File: src/rtl/serial_restoring_div.sv
// serial_restoring_div
//
// Sequential restoring divider. Divides a 2N-bit unsigned dividend by an
// N-bit unsigned divisor. It decides one quotient bit per clock, MSB first,
// and exposes each bit on q_bit/q_valid as it is decided. A divide-by-zero
// or a quotient that would not fit in N bits is flagged and skips the
// iteration entirely.
//
// Ports
//   clk        rising-edge clock
//   rst_n      asynchronous active-low reset
//   start      request, only honoured in IDLE
//   dividend   2N-bit unsigned dividend, captured with an accepted start
//   divisor    N-bit unsigned divisor, captured with an accepted start
//   busy       high while iterating
//   done       one-cycle pulse: quotient/remainder/dz/ovf valid
//   quotient   N-bit quotient, held until the next accepted start
//   remainder  N-bit remainder, held until the next accepted start
//   dz         divide-by-zero flag
//   ovf        quotient-overflow flag (dividend[2N-1:N] >= divisor)
//   q_bit      most recently decided quotient bit
//   q_valid    qualifier for q_bit
//   count_out  number of quotient bits completed, 0..N

module serial_restoring_div #(
    parameter int N = 6
) (
    input  logic                     clk,
    input  logic                     rst_n,
    input  logic                     start,
    input  logic [2*N-1:0]           dividend,
    input  logic [N-1:0]             divisor,
    output logic                     busy,
    output logic                     done,
    output logic [N-1:0]             quotient,
    output logic [N-1:0]             remainder,
    output logic                     dz,
    output logic                     ovf,
    output logic                     q_bit,
    output logic                     q_valid,
    output logic [$clog2(N+1)-1:0]   count_out
);

    localparam int CW = $clog2(N+1);

    typedef enum logic [1:0] {
        IDLE = 2'd0,
        CALC = 2'd1,
        DONE = 2'd2
    } state_t;

    state_t state, state_nxt;

    // Partial remainder carries one extra bit so the shifted value S fits.
    logic [N:0]   rem_r;
    logic [N-1:0] quo_r;
    logic [N-1:0] dvs_r;

    logic [N-1:0] div_hi;
    logic         err_dz;
    logic         err_ovf;
    logic [N+1:0] step;
    logic         qb;
    logic [N:0]   rem_nxt;
    logic [N-1:0] quo_nxt;
    logic         last_step;

    // One restoring iteration: shift the next dividend bit into the partial
    // remainder, trial-subtract the divisor and keep the difference only if
    // it did not borrow. Returns {quotient_bit, next_partial_remainder}.
    function automatic logic [N+1:0] restore_step(
        input logic [N:0]   r,
        input logic [N-1:0] q,
        input logic [N-1:0] d
    );
        logic [N:0]          s;
        logic signed [N+1:0] t;
        s = {r[N-1:0], q[N-1]};
        t = $signed({1'b0, s}) - $signed({2'b00, d});
        if (t >= 0)
            return {1'b1, t[N:0]};
        else
            return {1'b0, s};
    endfunction

    always_comb begin
        div_hi    = dividend[2*N-1:N];
        err_dz    = (divisor == '0);
        // Quotient fits in N bits only when the upper half is below the divisor.
        err_ovf   = (div_hi >= divisor);
        step      = restore_step(rem_r, quo_r, dvs_r);
        qb        = step[N+1];
        rem_nxt   = step[N:0];
        quo_nxt   = {quo_r[N-2:0], qb};
        last_step = (count_out == CW'(N-1));
    end

    // State register
    always_ff @(posedge clk or negedge rst_n) begin
        if (!rst_n)
            state <= IDLE;
        else
            state <= state_nxt;
    end

    // Next-state logic
    always_comb begin
        state_nxt = state;
        case (state)
            IDLE: begin
                if (start) begin
                    if (err_dz || err_ovf)
                        state_nxt = DONE;
                    else
                        state_nxt = CALC;
                end
            end
            CALC: begin
                if (last_step)
                    state_nxt = DONE;
            end
            DONE:    state_nxt = IDLE;
            default: state_nxt = IDLE;
        endcase
    end

    // Datapath and registered outputs
    always_ff @(posedge clk or negedge rst_n) begin
        if (!rst_n) begin
            rem_r     <= '0;
            quo_r     <= '0;
            dvs_r     <= '0;
            busy      <= 1'b0;
            done      <= 1'b0;
            quotient  <= '0;
            remainder <= '0;
            dz        <= 1'b0;
            ovf       <= 1'b0;
            q_bit     <= 1'b0;
            q_valid   <= 1'b0;
            count_out <= '0;
        end else begin
            case (state)
                IDLE: begin
                    if (start) begin
                        dvs_r     <= divisor;
                        dz        <= 1'b0;
                        ovf       <= 1'b0;
                        q_valid   <= 1'b0;
                        count_out <= '0;
                        quotient  <= '0;
                        remainder <= '0;
                        if (err_dz) begin
                            dz   <= 1'b1;
                            done <= 1'b1;
                        end else if (err_ovf) begin
                            ovf  <= 1'b1;
                            done <= 1'b1;
                        end else begin
                            rem_r <= {1'b0, div_hi};
                            quo_r <= dividend[N-1:0];
                            busy  <= 1'b1;
                        end
                    end
                end
                CALC: begin
                    rem_r     <= rem_nxt;
                    quo_r     <= quo_nxt;
                    q_bit     <= qb;
                    q_valid   <= 1'b1;
                    count_out <= count_out + CW'(1);
                    if (last_step) begin
                        busy      <= 1'b0;
                        done      <= 1'b1;
                        quotient  <= quo_nxt;
                        remainder <= rem_nxt[N-1:0];
                    end
                end
                DONE: begin
                    done    <= 1'b0;
                    q_valid <= 1'b0;
                end
                default: ;
            endcase
        end
    end

endmodule
File: config.mk
export PLATFORM = sky130hd
export DESIGN_NAME = serial_restoring_div
export DESIGN_NICKNAME = d
export VERILOG_FILES = /design/src/rtl/serial_restoring_div.sv
export SDC_FILE = /design/constraint.sdc
export NUM_CORES = 1
export LEC_CHECK = 0
export ABC_AREA = 1
export ABC_CLOCK_PERIOD_IN_PS = 1500
export CAP_MARGIN = 20
export CELL_PAD_IN_SITES_DETAIL_PLACEMENT = 2
export CELL_PAD_IN_SITES_GLOBAL_PLACEMENT = 2
export CORE_ASPECT_RATIO = 2
export CORE_MARGIN = 2
export CORE_UTILIZATION = 27
export CTS_BUF_LIST = sky130_fd_sc_hd__clkbuf_4 sky130_fd_sc_hd__clkbuf_8 sky130_fd_sc_hd__clkbuf_16
export CTS_CLUSTER_SIZE = 28
export DETAILED_ROUTE_END_ITERATION = 10
export PLACE_DENSITY = 0.73
export SYNTH_ARGS = -nofsm -noshare
export SYNTH_HDL_FRONTEND = slang
export SYNTH_SLANG_ARGS = --single-unit
File: constraint.sdc
create_clock -name clk -period 1.5 [get_ports clk]
set_input_delay 0.45 -clock clk [delete_from_list [all_inputs] [get_ports clk]]
set_output_delay 0.45 -clock clk [all_outputs]
set_load 0.01 [all_outputs]
# Word level (Yosys, flattened, before mapping)
# Index checks and enable logic that the tools add are counted.
op_classes:
  n_addsub: 2
  n_lt_le_gt_ge: 2
  eq_ne: 8
  muxes: 35
  n_reduce_logical: 13
op_table:
  columns: ["op", "n"]
  rows:
  - ["$mux W6", 9]
  - ["$pmux W6 S2", 4]
  - ["$mux W1", 12]
  - ["$ge A8 B1 Y1 const B", 1]
  - ["$mux W8", 1]
  - ["$ne A2 B2 Y1 const B", 4]
  - ["$reduce_and A2 Y1", 4]
  - ["$reduce_and A4 Y1", 2]
  - ["$sub A7 B6 Y8", 1]
  - ["$ge A6 B6 Y1", 1]
  - ["$logic_not A6 Y1", 1]
  - ["$mux W2", 3]
  - ["$pmux W1 S3", 2]
  - ["$pmux W3 S2", 1]
  - ["$reduce_and A5 Y1", 1]
  - ["$pmux W2 S2", 1]
  - ["$add A3 B1 Y3 const B", 1]
  - ["$eq A3 B3 Y1 const B", 1]
  - ["$mux W3", 1]
  - ["$ne A3 B3 Y1 const B", 1]
  - ["$reduce_and A3 Y1", 1]
  - ["$reduce_bool A3 Y1", 1]
  - ["$eq A2 B1 Y1 const B", 1]
  - ["$eq A2 B2 Y1 const B", 1]
  - ["4 further kinds", 4]
totals:
  ff_bits: 41
  in_bits: 21
  output_inout_bits: 21
  wordCells: 73

# Longest topological paths before layout
depth:
  ltp_word: 5
  depth_mapped: 13
  ltp_nobuf: 13

# Worst setup path before layout
# No wires, ideal clock.
synth_path:
  kind: "input to register"
  startpoint: "input divisor[5]"
  endpoint: "register rem_r[5]"
  setup_time_ns: 0.116
  arrival_time_ns: 1.605
  required_time_ns: 1.384
  path_slack_ns: -0.221
  path_stages: 11
  n_path_buf: 1
  cell_sequence: "inv_1 ha_1 nand2_1 inv_1 a21oi_2 nand3_1 nand2_2 nand3_4 buf_12 nand2_1 nand2_1"
synth_between:
  elab_chain_cells: 3
  word_cells_on_any_way: 5
  cone_classes: "order compare: 1; eq/ne: 2; reduce/logical: 2"
synth_lines:
  columns: ["item", "line", "rtl"]
  rows:
  - ["start, declared", "32", "input logic [N-1:0] divisor,"]
  - ["$ge A6 B6 Y1 or $logic_not A6 Y1 (tied branches)", "90, 88", null]
  - ["$ne A2 B2 Y1 (no source line)", null, null]
  - ["$reduce_and A4 Y1 (no source line) *", null, null]
  - ["end signal, assigned", "160", "rem_r <= {1'b0, div_hi};"]
  - ["end signal, assigned", "167", "rem_r <= rem_nxt;"]
  - ["end, declared", "55", "logic [N:0] rem_r;"]
# Mark *: on every way between the ends. The rest lies on a longest branch, timed or not.
# A chain may end at the register's enable or synchronous reset.

# Final worst setup path
layout_path:
  startpoint: "register dvs_r[4]"
  endpoint: "register rem_r[3]"
layout_between:
  elab_chain_cells: 4
layout_lines:
  columns: ["item", "line", "rtl"]
  rows:
  - ["start, declared", "57", "logic [N-1:0] dvs_r;"]
  - ["start signal, assigned", "146", "dvs_r <= divisor;"]
  - ["$sub A7 B6 Y8", "79", "t = $signed({1'b0, s}) - $signed({2'b00, d});"]
  - ["$ge A8 B1 Y1", "80", "if (t >= 0)"]
  - ["$mux W8", "80", null]
  - ["$pmux W6 S2", "143", "case (state)"]
# No other way between the ends.

==> impl_metrics.tcl <==
set metrics [dict create \
    drtIter0Drc 115 \
    worst_pin_slew_ps 381 \
    cts_buffer_depth 2 \
    coreArea_sq_um 8890 \
    final_area_sq_um 4810 \
    p_per_area_nw_per_um2 2550 \
    grt_busiest_layer "met2" \
    die_w_um 71.4 \
    final_cell_mix "buf_4 (71), nand2_1 (56), nand2_2 (41), dfrtp_1 (39), buf_6 (28)" \
    r2r_start "dvs_r[4]" \
    synth_area_sq_um 2450 \
    final_common_cell "buf_4" \
    dieArea_sq_um 9920 \
    vias 2828 \
    drtAntennaViolNets 0 \
    syn_to_final_growth_pct 95.9 \
    ir_worst_vdd_v 0.00128 \
    worstSetupStartpointType "register" \
    crit_top_cell "nand2_1" \
    path_class "reg -> reg" \
    worstHoldPathType "in -> async" \
    synth_cells 316 \
    dieHeight_um 139 \
    fin_nets 502 \
    final-setup-viol-count 34 \
    diodes 0 \
    start_util 0.276 \
    ff_latch_area_sq_um 1030 \
    drt-total-wl_mm 14.6 \
    io_pins 42 \
    ys_warn_count 0 \
    syn_area_per_cell_sq_um 7.77 \
    path_clk_slew_ps 60 \
    critPathSlowestCell "dfrtp_1" \
    setup_slack_ps -357 \
    port_buffers 41 \
    rsz0062_at_grt "yes" \
    pre_cts_slack_ps -972 \
    path_cells "inv_2 -> ha_4 -> nand2_2 -> nand2_4 -> a21oi_4 -> buf_12 -> buf_6 -> nand3_2 -> nand3_4 -> nand2_1 -> nand2_1 -> nand2_1" \
    htreeDepth 2 \
    rr_worst_depth 12 \
    cpPeakStageDelay_ps 400 \
    dpl-instance-area_sq_um 3490 \
    cts_tree "done" \
    cts_sinks 41 \
    synth_fa_ha_area_frac 0.0999 \
    status "complete, but fails checks" \
    ys_seq_elements 41 \
    max_freq_mhz 539 \
    power.leakage_nw 2.34 \
    grt_use_met1 0.238 \
    grtUsageMet2 0.469 \
    yosys.area_share.simple 0.277 \
    grt_pass1_wl_mm 17.8 \
    finalCritPeriodShare 1.24 \
    slew-limit-headroom 0.746 \
    synth_mux_area_frac 0.0122 \
    synth_fp_nets 356 \
    synth_top_family_by_area "simple AND/OR/NAND/NOR gates" \
    overflow 0 \
    r2r-end "rem_r[3]" \
    finalSetupTns_ps -6790 \
    crit_arrival_ps 2040 \
    cts_buffers 5 \
    reg2reg_slack_ps -360 \
    drive_gt1_frac 0.613 \
    synth_compound_area_frac 0.0887 \
    min_period_ps 1860 \
    path_max_fanout 6 \
    drc_errors 0 \
    vias_per_cell 5.01 \
    hold_violations 0 \
    synth.distinct_cells 28 \
    hpwl_mm 7.23 \
    use_met3 0.0298 \
    grt_start_max_net_pins 30 \
    fin_worst_skew_ps 6.91 \
    critPathCaptureType "register" \
    violations "negative setup slack" \
    crit_required_ps 1690 \
    synth-xor-area-share 0.00714 \
    antenna_found_initial 0 \
    routabilityCongestion 0.804 \
    grt_pass1_vias 3173 \
    n_fill_cell 904 \
    finalPower_mw 12.3 \
    first_pass_iters 4 \
    ys_seq_area_frac 0.418 \
    multi_input_area_sq_um 1970 \
    groute.usage.overall 0.242 \
    clock_latency_ps 310 \
    placementRows 49 \
    report.final.slew_viol_count 0 \
    max-cap-violations 0 \
    wl_per_cell_um 25.8 \
    clockRootBuffer "clkbuf_16" \
]
==> layout make-up <==
class	count	area share
flip-flops and latches	41	0.214
inverters	46	0.0479
clock inverters	3	0.00442
repair buffers	142	0.268
repair inverters	3	0.00468
clock buffers	5	0.0260
multi-input cells	223	0.409
well taps	102	0.0265
==> metal layers <==
metal / vias to the layer above / part of all wire / routed length [um]
li1: 1289 / - / -
met1: 1431 / 0.34 / 4900
met2: 65 / 0.58 / 8410
met3: 43 / 0.023 / 338
met4: 0 / 0.064 / 935
met5: - / 0 / 0
==> metrics by stage <==
step,utilization,cells,hold slack (ps)
6_report,0.541,565,52.1
3_3_place_gp,0.393,510,378
3_5_place_dp,0.393,510,382
2_1_floorplan,-,316,154
5_1_grt,0.541,565,73.3
4_1_cts,0.456,539,69.9
==> where the power goes <==
part	switching, mW	internal, mW
combinational	5.00	4.05
clock	0.541	0.621
sequential	0.490	1.58
==> sequential cells by signal, summed over array words and instances (netlist names) <==
name and cells:
dvs_r 6, quotient 6, done 1, quo_r 6, q_valid 1, state 2
q_bit 1, ovf 1, count_out 3, rem_r 6, remainder 6, dz 1
busy 1
==> how the worst max path moves through the flow <==
stage | from | endpoint | slack [ps]
global placement | divisor[3] | rem_r[3] | -930
CTS | dvs_r[0] | rem_r[4] | -310
floorplan | divisor[3] | rem_r[5] | -130
global route | quo_r[5] | rem_r[2] | -420
finish | dvs_r[4] | rem_r[3] | -360
detailed placement | divisor[3] | rem_r[5] | -970
==> kinds of logic (layout without fill, tap and decap cells) <==
group,Yosys count,after routing
AO/OA/AOI/OAI,36,36
XOR/XNOR,2,2
adder cells (fa/ha/maj),19,19
buffers and inverters,53,199
flip-flops,41,41
multiplexers,3,3
AND/OR/NAND/NOR,162,163
==> repair_timing <==
item | 4_1_cts | 5_1_grt
hold buffers | 0 | 0
cloned | 4 | 0
pin swaps | 32 | 46
buffers inserted | 19 | 29
endpoints found under the setup margin | 54 | 39
gates resized for setup | 161 | 145
==> synth_stat cells <==
cell type / number / area (sq um)
a21oi_2: 1 / 8.76
a21oi_1: 4 / 20.0
a21oi_4: 1 / 16.3
mux2i_1: 3 / 30.0
or2_2: 1 / 6.26
o22ai_1: 1 / 6.26
nand3_4: 1 / 17.5
ha_1: 18 / 225
o21ai_1: 5 / 25.0
xor2_1: 2 / 17.5
buf_12: 1 / 20.0
clkbuf_1: 3 / 11.3
nor2_4: 1 / 11.3
nand2_1: 110 / 413
nand3_1: 24 / 120
inv_1: 40 / 150
nor3_1: 1 / 5.00
nand2_2: 3 / 18.8
buf_6: 3 / 33.8
o21ai_0: 17 / 85.1
fa_1: 1 / 20.0
a21boi_0: 2 / 15.0
nor2_1: 17 / 63.8
dfrtp_1: 41 / 1030
nand4_1: 4 / 25.0
inv_2: 6 / 22.5
a31oi_1: 1 / 6.26
o21ai_2: 4 / 35.0
==> critical path: cells and delay by family, from the launching register on <==
kind                     cells  cell delay (ps)
buffers and inverters        3              310
AO/OA/AOI/OAI                1              160
flip-flops                   1              400
AND/OR/NAND/NOR              7              600
adder cells (fa/ha/maj)      1              260
Note: power is estimated with default switching activity, not from simulation.
==> edit: new RTL, same settings <==
The 3 states of `state_t` get a one-hot encoding in 3 bits.
--- a/src/rtl/serial_restoring_div.sv
+++ b/src/rtl/serial_restoring_div.sv
@@ -43,10 +43,10 @@
 
     localparam int CW = $clog2(N+1);
 
-    typedef enum logic [1:0] {
-        IDLE = 2'd0,
-        CALC = 2'd1,
-        DONE = 2'd2
+    typedef enum logic [2:0] {
+        IDLE = 3'b001,
+        CALC = 3'b010,
+        DONE = 3'b100
     } state_t;
 
     state_t state, state_nxt;
Check against the original RTL: no difference found for any inputs over 4 cycles, from zero or initial values and one cycle with rst_n low; so few cycles prove little.
==> edit against the original RTL <==
The run still ends with negative setup slack left; critical path type unchanged; total power decreased by 18%; clock skew decreased by 0.00086 ns; sequential cell count increased by 1; cell area decreased by 8.2%; synthesized area decreased by 3.3%; worst hold slack improved by 0.017 ns; highest routed layer unchanged; routed wire length decreased by 17%; setup slack improved by 0.033 ns; maximum frequency increased by 1.8%.
==> edit: results (changes against the original RTL) <==
Outcome - finished with violations (unchanged)
Failing checks - negative setup slack (unchanged)
Syn Area/Cell - 7.71 um^2 (was 7.77 um^2)
Met1 WL - 4150 um (was 4900 um)
Setup ws final - -0.323 ns (was -0.357 ns)
Clock skew - 0.00605 ns (was 0.00691 ns)
Signal buffers share of area - 24.6% (was 26.8%)
GRT Total Usage - 25.4% (was 24.2%)
Synth Area in Compound Gates - 9.11% (was 8.87%)
Multi-Input Combinational - 217 (was 223)
Slew HR - 74.0% (was 74.6%)
Final GP Congestion - 0.790 (was 0.804)
# fillers - 900 (was 904)
Syn_nets - 344 (was 356)
Mux cell area share after synthesis - 0% (was 1.22%)
Non-clock buffers - 120 (was 142)
Mapped Area - 0.00237 mm^2 (was 0.00245 mm^2)
Clock-cell share of area - 3.83% (was 3.04%)
VDD IR max - 1.18 mV (was 1.28 mV)
Synth area leaders - dfrtp_1 43%, nand2_1 17%, ha_1 7.4%, inv_1 6.8%, nand3_1 5.3% (was dfrtp_1 42%, nand2_1 17%, ha_1 9.2%, inv_1 6.1%, nand3_1 4.9%)
GRT met1 Usage - 24.9% (was 23.8%)
Share of cells above drive strength 1 - 54.1% (was 61.3%)
Setup Slack @ Placement - -0.810 ns (was -0.972 ns)
Post-synth cell types - 31 (was 28)
CP peak stage delay - 0.43 ns (was 0.40 ns)
WL met2 - 7110 um (was 8410 um)
Post-CTS repair timing setup buffer count - 15 (was 19)
Setup crit end - rem_r[4] (was rem_r[3])
Clk network pwr share - 13.0% (was 9.5%)
Final setup fails - 29 (was 34)
Switching power - 0.00451 W (was 0.00603 W)
Worst-path maximum fanout - 2 (was 6)
Invs w/o clock - 43 (was 49)
edit: cell count changes in the layout (fill, tap and decap cells not counted), moves of 6 or more:
cell     before  now
buf_4        71   58
buf_6        28   13
nand2_2      41   33
nand2_1      56   62
nor2_4       10    3
o21ai_0       4   10
edit: how the worst min path moves through the flow:
stage	from	to	slack (ns)	cells past startpoint
after floorplan	rst_n	busy	0.15	0
after global placement	rst_n	quo_r[3]	0.39	1
after detailed placement	rst_n	quo_r[3]	0.40	1
after CTS	rst_n	count_out[2]	0.08	1
after global routing	rst_n	quo_r[3]	0.09	1
final	rst_n	quo_r[3]	0.07	1
edit: stage by stage:
stage	util, %	total power, W	area, um^2	hold slack (ns)
after floorplan	-	0.00394	2520	0.154
after global placement	40.3	0.00571	3460	0.392
after detailed placement	40.3	0.00597	3460	0.398
after CTS	48.7	0.00883	4190	0.0845
after global routing	51.4	0.0106	4410	0.0877
final	51.4	0.0101	4410	0.0694
